$ cat src/rtl/rv32i_mem_arbiter.sv
// Two-master round-robin arbiter in front of the single-port
// unified instruction/data memory of the rv32i multicycle core.
module rv32i_mem_arbiter #(
  parameter int unsigned READ_LATENCY = 1,
  parameter logic        RESET_LAST   = 1'b1
) (
  input  logic        clk,
  input  logic        rst,
  input  logic        m0_req,
  input  logic [31:0] m0_addr,
  input  logic [31:0] m0_wr_data,
  input  logic        m0_wr_ena,
  output logic        m0_gnt,
  output logic [31:0] m0_rd_data,
  output logic        m0_done,
  input  logic        m1_req,
  input  logic [31:0] m1_addr,
  input  logic [31:0] m1_wr_data,
  input  logic        m1_wr_ena,
  output logic        m1_gnt,
  output logic [31:0] m1_rd_data,
  output logic        m1_done,
  output logic [31:0] mem_addr,
  output logic [31:0] mem_wr_data,
  output logic        mem_wr_ena,
  input  logic [31:0] mem_rd_data
);

  typedef enum logic [1:0] {
    S_IDLE,
    S_ACCESS,
    S_WAIT,
    S_DONE
  } state_t;

  state_t      state;
  state_t      state_nxt;
  logic        win;
  logic        last_grant;
  logic [1:0]  cnt;
  logic [31:0] lat_addr;
  logic [31:0] lat_wd;
  logic        lat_we;
  logic        pick;
  logic        any_req;

  assign any_req = m0_req | m1_req;

  // On a tie the master that did not win last time goes first.
  assign pick = (m0_req & m1_req) ? ~last_grant : m1_req;

  always_comb begin
    state_nxt = state;
    unique case (state)
      S_IDLE:   if (any_req) state_nxt = S_ACCESS;
      S_ACCESS: state_nxt = lat_we ? S_DONE : S_WAIT;
      S_WAIT:   if (cnt == 2'd0) state_nxt = S_DONE;
      S_DONE:   state_nxt = S_IDLE;
      default:  state_nxt = S_IDLE;
    endcase
  end

  always_ff @(posedge clk or negedge rst) begin
    if (!rst) state <= S_IDLE;
    else      state <= state_nxt;
  end

  always_ff @(posedge clk or negedge rst) begin
    if (!rst) begin
      win        <= 1'b0;
      last_grant <= RESET_LAST;
      cnt        <= 2'd0;
      lat_addr   <= 32'd0;
      lat_wd     <= 32'd0;
      lat_we     <= 1'b0;
      m0_rd_data <= 32'd0;
      m1_rd_data <= 32'd0;
    end else begin
      unique case (state)
        S_IDLE: begin
          if (any_req) begin
            win      <= pick;
            lat_addr <= pick ? m1_addr    : m0_addr;
            lat_wd   <= pick ? m1_wr_data : m0_wr_data;
            lat_we   <= pick ? m1_wr_ena  : m0_wr_ena;
          end
        end
        S_ACCESS: begin
          if (!lat_we) cnt <= 2'(READ_LATENCY - 1);
        end
        S_WAIT: begin
          if (cnt == 2'd0) begin
            if (win) m1_rd_data <= mem_rd_data;
            else     m0_rd_data <= mem_rd_data;
          end else begin
            cnt <= cnt - 2'd1;
          end
        end
        S_DONE: last_grant <= win;
        default: ;
      endcase
    end
  end

  logic busy;
  logic on_bus;

  // Outputs decode from state so reset clears them without a clock.
  assign busy   = (state != S_IDLE);
  assign on_bus = (state == S_ACCESS) | (state == S_WAIT);

  assign m0_gnt      = busy & ~win;
  assign m1_gnt      = busy & win;
  assign m0_done     = (state == S_DONE) & ~win;
  assign m1_done     = (state == S_DONE) & win;
  assign mem_addr    = on_bus ? lat_addr : 32'd0;
  assign mem_wr_data = on_bus ? lat_wd : 32'd0;
  assign mem_wr_ena  = (state == S_ACCESS) & lat_we;

endmodule

$ cat config.mk
export PLATFORM = sky130hd
export DESIGN_NAME = rv32i_mem_arbiter
export DESIGN_NICKNAME = d
export VERILOG_FILES = /design/src/rtl/rv32i_mem_arbiter.sv
export SDC_FILE = /design/constraint.sdc
export NUM_CORES = 1
export LEC_CHECK = 0
export BUFFER_PORTS_ARGS = -buffer_cell sky130_fd_sc_hd__buf_2
export CAP_MARGIN = 30
export CORE_ASPECT_RATIO = 1.4
export CORE_MARGIN = 3
export CORE_UTILIZATION = 40
export CTS_BUF_LIST = sky130_fd_sc_hd__clkbuf_16
export DETAILED_ROUTE_END_ITERATION = 6
export PLACE_DENSITY = 0.7
export SYNTH_ARGS = -nofsm -noshare
export SYNTH_HDL_FRONTEND = slang
export SYNTH_SLANG_ARGS = --single-unit
$ cat constraint.sdc
create_clock -name clk -period 2.25 [get_ports clk]
set_clock_uncertainty 0.2 [all_clocks]
set_input_delay 0.45 -clock clk [delete_from_list [all_inputs] [get_ports clk]]
set_output_delay 0.45 -clock clk [all_outputs]
set_load 0.01 [all_outputs]
* Yosys cells after proc, flatten, opt, wreduce, memory -nomap -nowiden
Index checks and enable logic that the tools add are counted.
** Word-level totals
- Input port bits :: 166
- Bits in registers :: 135
- Output and inout bits :: 133
- Logic and storage cells :: 49
** Cells by class
- Reduce and logical (&&, ||, !) cells :: 9
- Multiplexer cells :: 13
- Add/subtract/negate cells :: 1
- Equality and inequality tests :: 7
- Bitwise logic cells :: 10
** Operator list (count)
- 32-bit 2-to-1 mux :: 4
- 3-bit AND reduction :: 3
- 2-bit 2-to-1 mux :: 4
- 2-bit inequality test, second input constant :: 4
- 2-bit case mux with 4 select lines :: 1
- 1-bit bitwise AND :: 6
- 2-bit equality test, second input constant :: 2
- 2-bit zero test :: 2
- 2-bit case mux with 2 select lines :: 1
- 2-bit AND reduction :: 2
- 2-bit nonzero test :: 2
- 1-bit 2-to-1 mux :: 3
- 2-bit by 1-bit equality test with 1-bit output, second input constant :: 1
- 1-bit inverter :: 2
- 1-bit bitwise OR :: 2
- 2-bit by 1-bit subtractor with 2-bit output, second input constant :: 1

* Logic depth before layout (Yosys ltp)
- Depth after elaboration :: 3
- Gate-level depth with buffers :: 7
- Depth with buffers taken out :: 5

* Least setup slack after synthesis
No wires, ideal clock.
- Kind :: register -> output
- Start point :: register state[0]
- End point :: output port mem_addr[12]
- Setup slack :: 205 ps
- Path buffers :: 2
- Arrival :: 1395 ps
- Required time :: 1600 ps
- Stages on the path, launching flop included :: 6
- Cells stage by stage :: dfrtp_1 inv_1 ha_1 clkbuf_1 clkbuf_1 and2_1
** On the way
- Cells in the longest elaborated chain, start to end :: 3
- Elaborated cells on any way between the ends :: 4
- Those cells by class :: 2 x eq/ne; 1 x mux; 1 x bitwise
** Ends and longest elaborated chain
- start, declared :: RTL line 36 : state_t state;
- start signal, assigned :: RTL line 65 : else state <= state_nxt;
- 2-bit by 1-bit equality test with 1-bit output or 2-bit equality test (tied branches) :: RTL line 110 : assign on_bus = (state == S_ACCESS) | (state == S_WAIT);
- 1-bit bitwise OR (*) :: RTL line 110
- 32-bit 2-to-1 mux (*) :: RTL line 116 : assign mem_addr = on_bus ? lat_addr : 32'd0;
- end, declared :: RTL line 23 : output logic [31:0] mem_addr,
Every way passes the cells marked *; elsewhere a longest branch is shown, timed or not.

* Worst setup path in the final report
- Start point :: register state[1]
- End point :: output port mem_wr_data[12]
** On the way
- Cells in the longest elaborated chain, start to end :: 3
- Elaborated cells on any way between the ends :: 4
- Those cells by class :: 2 x eq/ne; 1 x mux; 1 x bitwise
** Ends and longest elaborated chain
- 2-bit by 1-bit equality test with 1-bit output or 2-bit equality test (tied branches) :: RTL line 110
- 1-bit bitwise OR (*) :: RTL line 110
- 32-bit 2-to-1 mux (*) :: RTL line 117 : assign mem_wr_data = on_bus ? lat_wd : 32'd0;
- end, declared :: RTL line 24 : output logic [31:0] mem_wr_data,
Marked as above.

==> results_dict.tcl <==
set metrics [dict create \
    dpl.hpwl_mm 12.43 \
    cp_slowest_stage_delay_ns 0.37 \
    antenna_found_initial 1 \
    syn_to_final_growth_pct 34.39 \
    drive_gt1_frac 0.5204 \
    numCtsBuffers 17 \
    ys_ff_latch 135 \
    yosysSeqAreaShare 0.5088 \
    viasPerCell 4.884 \
    placementRows 55 \
    totalPowerFinal_w 0.01438 \
    syn_area_um2 6643 \
    wire_per_inst_um 16.05 \
    track_usage 0.1956 \
    crit_chain "inv_2, ha_4, buf_12, and2_1, buf_2" \
    initial_core_util 0.4090 \
    io_buffers 298 \
    route.detailed.drc 0 \
    dieArea_um2 18210 \
    slew_violations 0 \
    final_common_cell "buf_2" \
    die_h_um 158.5 \
    syn_nets 775 \
    worstSetupEndpointType "output pin" \
    hold_class "in2reg" \
    die_x_um 114.9 \
    clk_latency_ns 0.42 \
    tightest_slew_ns 0.6038 \
    period_share 1.011 \
    final_nets 1067 \
    wirelength_mm 17.79 \
    slew_headroom 0.5975 \
    peakVddDrop_v 0.0007203 \
    core_um2 16240 \
    final_util 0.5497 \
    first_iter_violations 321 \
    crit_type "reg2out" \
    clockBufferDepth 2 \
    p_leak_nw 4.411 \
    arrival_ns 1.62 \
    ios 299 \
    cts_tree "built" \
    failed_checks "setup timing" \
    cp_num_buf_inv 3 \
    drv_cap 0 \
    p_per_area_nw_per_um2 1611 \
    gp_congestion 0.7715 \
    syn_inst 602 \
    hold_viol 0 \
    worst-path-max-fanout 25 \
    timing.setup.tns_ns -0.3087 \
    grt_pass1_vias 5519 \
    startpoint_type "flip-flop" \
    cp_data_required_time_ns 1.60 \
    finalCriticalPeriod_ns 2.275 \
    critPathSlowestCell "dfrtp_1" \
    via_count 5411 \
    setup_viol_count_final 47 \
    grt_start_max_net_pins 66 \
    path_clk_slew_ns 0.07 \
    avgSynthCellArea_um2 11.03 \
    ys_types 31 \
    clock-sinks 135 \
    fin_ws_ns -0.02482 \
    yosys_warnings 0 \
    cts-htree-levels 4 \
    grt_overflow_total 0 \
    cp_top_family "flip-flops" \
    rsz0062_at_grt "yes" \
    grt_pass1_wl_mm 27.99 \
    firstDrtPassIters 4 \
    root_buffer "clkbuf_16" \
    status "complete, but fails checks" \
    ant_nets 0 \
    layout_common_cells "buf_2 (296), dfrtp_1 (134), a21oi_2 (80), nor2_1 (68), nand2_1 (67)" \
    fmax_mhz 439.6 \
]
power by group:
| group | switching [W] | total, W | internal (W) |
|---|---|---|---|
| clock network | 0.00118 | 0.00264 | 0.00145 |
| registers | 0.000668 | 0.00436 | 0.00369 |
| logic | 0.00383 | 0.00739 | 0.00356 |
| total | 0.00568 | 0.0144 | 0.00870 |
kinds of logic (layout without fill, tap and decap cells):
family	count (synthesis)	after routing	synth area share
simple gates	207	207	0.1464
compound gates	139	139	0.1546
mux	68	68	0.1319
fa+ha+maj	7	7	0.01318
buf+inv	46	351	0.04521
flops	135	135	0.5088
other cells	0	2	0
timing repair:
item / 4_1_cts / 5_1_grt
endpoints found under the hold margin: 29 / 0
endpoints found under the setup margin: 65 / 65
buffers inserted: 1 / 0
gates cloned: 1 / 0
hold buffers: 1 / 0
gates resized for setup: 6 / 2
final timing paths:
| kind | slack [ns] | to | depth (start not counted) | from |
|---|---|---|---|---|
| setup / recovery | -0.02 | mem_wr_data[12] | 5 | state[1] |
| hold / removal | 0.05 | lat_wd[31] | 3 | m0_wr_data[31] |
| hold reg to reg | 0.28 | m0_rd_data[6] | 1 | m0_rd_data[6] |
| max in group asynchronous | 0.97 | lat_wd[14] | 3 | rst |
| min in group asynchronous | 0.28 | m0_rd_data[10] | 2 | rst |
| setup reg to reg | 0.22 | m0_rd_data[18] | 4 | state[1] |
metrics by stage:
stage,hold slack [ns],instance area (µm²),cells,setup WS (ns)
finish,0.05326,8927,1108,-0.02482
global route,0.04420,8922,1106,-0.1349
CTS,0.03182,8917,1106,-0.06666
detailed placement,0.1540,8297,1071,0.2077
global placement,0.1525,8297,1071,0.2639
floorplan,-0.04559,6643,602,0.2049
layer usage:
layer  up-vias  share of wire  GRT usage
met5         -        0.00039          0
met4         2          0.019    0.07606
met3        31          0.084    0.06844
met2       228           0.50     0.3267
met1      2561           0.40     0.2305
li1       2589              -          -
synthesized netlist by cell type:
library cell / count / share of area
a21bo_2: 1 / 0.0015
buf_6: 4 / 0.0068
a21boi_1: 1 / 0.0011
mux2_2: 6 / 0.010
nor2_1: 68 / 0.038
a21oi_1: 50 / 0.038
dfrtp_1: 134 / 0.50
a21oi_2: 80 / 0.11
o211ai_1: 1 / 0.0011
nand3_2: 1 / 0.0015
nand3b_4: 1 / 0.0030
nor2b_1: 2 / 0.0019
a21boi_2: 1 / 0.0017
mux2i_1: 2 / 0.0030
ha_1: 7 / 0.013
buf_4: 9 / 0.010
a22o_1: 1 / 0.0013
o22a_1: 1 / 0.0013
clkbuf_1: 9 / 0.0051
nand2b_1: 2 / 0.0019
buf_8: 4 / 0.0090
dfstp_2: 1 / 0.0040
buf_2: 15 / 0.011
a31oi_1: 1 / 0.00094
o21ai_2: 1 / 0.0013
inv_1: 5 / 0.0028
and2_1: 65 / 0.061
o21a_1: 1 / 0.0011
nand2_1: 68 / 0.038
mux2_1: 30 / 0.051
mux2_4: 30 / 0.068
flip-flops by register name, indices dropped and copies added (netlist names):
name,flops
cnt,2
last_grant,1
lat_addr,32
lat_wd,32
lat_we,1
m0_rd_data,32
m1_rd_data,32
state,2
win,1
cell type report:
type | instances | area, µm²
Multi-Input combinational cell | 421 | 2994
Timing Repair Buffer | 314 | 1722
Sequential cell | 135 | 3379
Clock inverter | 15 | 133.9
Clock buffer | 17 | 425.4
Inverter | 5 | 18.77
Antenna cell | 2 | 5.005
Tap cell | 199 | 249.0
Fill cell | 1463 | 7313
worst reg2reg max path, cell delays in order, from the launching register on:
cell and delay, ns:
dfrtp_1 0.37, buf_4 0.14, ha_1 0.26, nand3b_4 0.44
mux2_1 0.49
No activity file was read; power rests on OpenSTA's default activity.
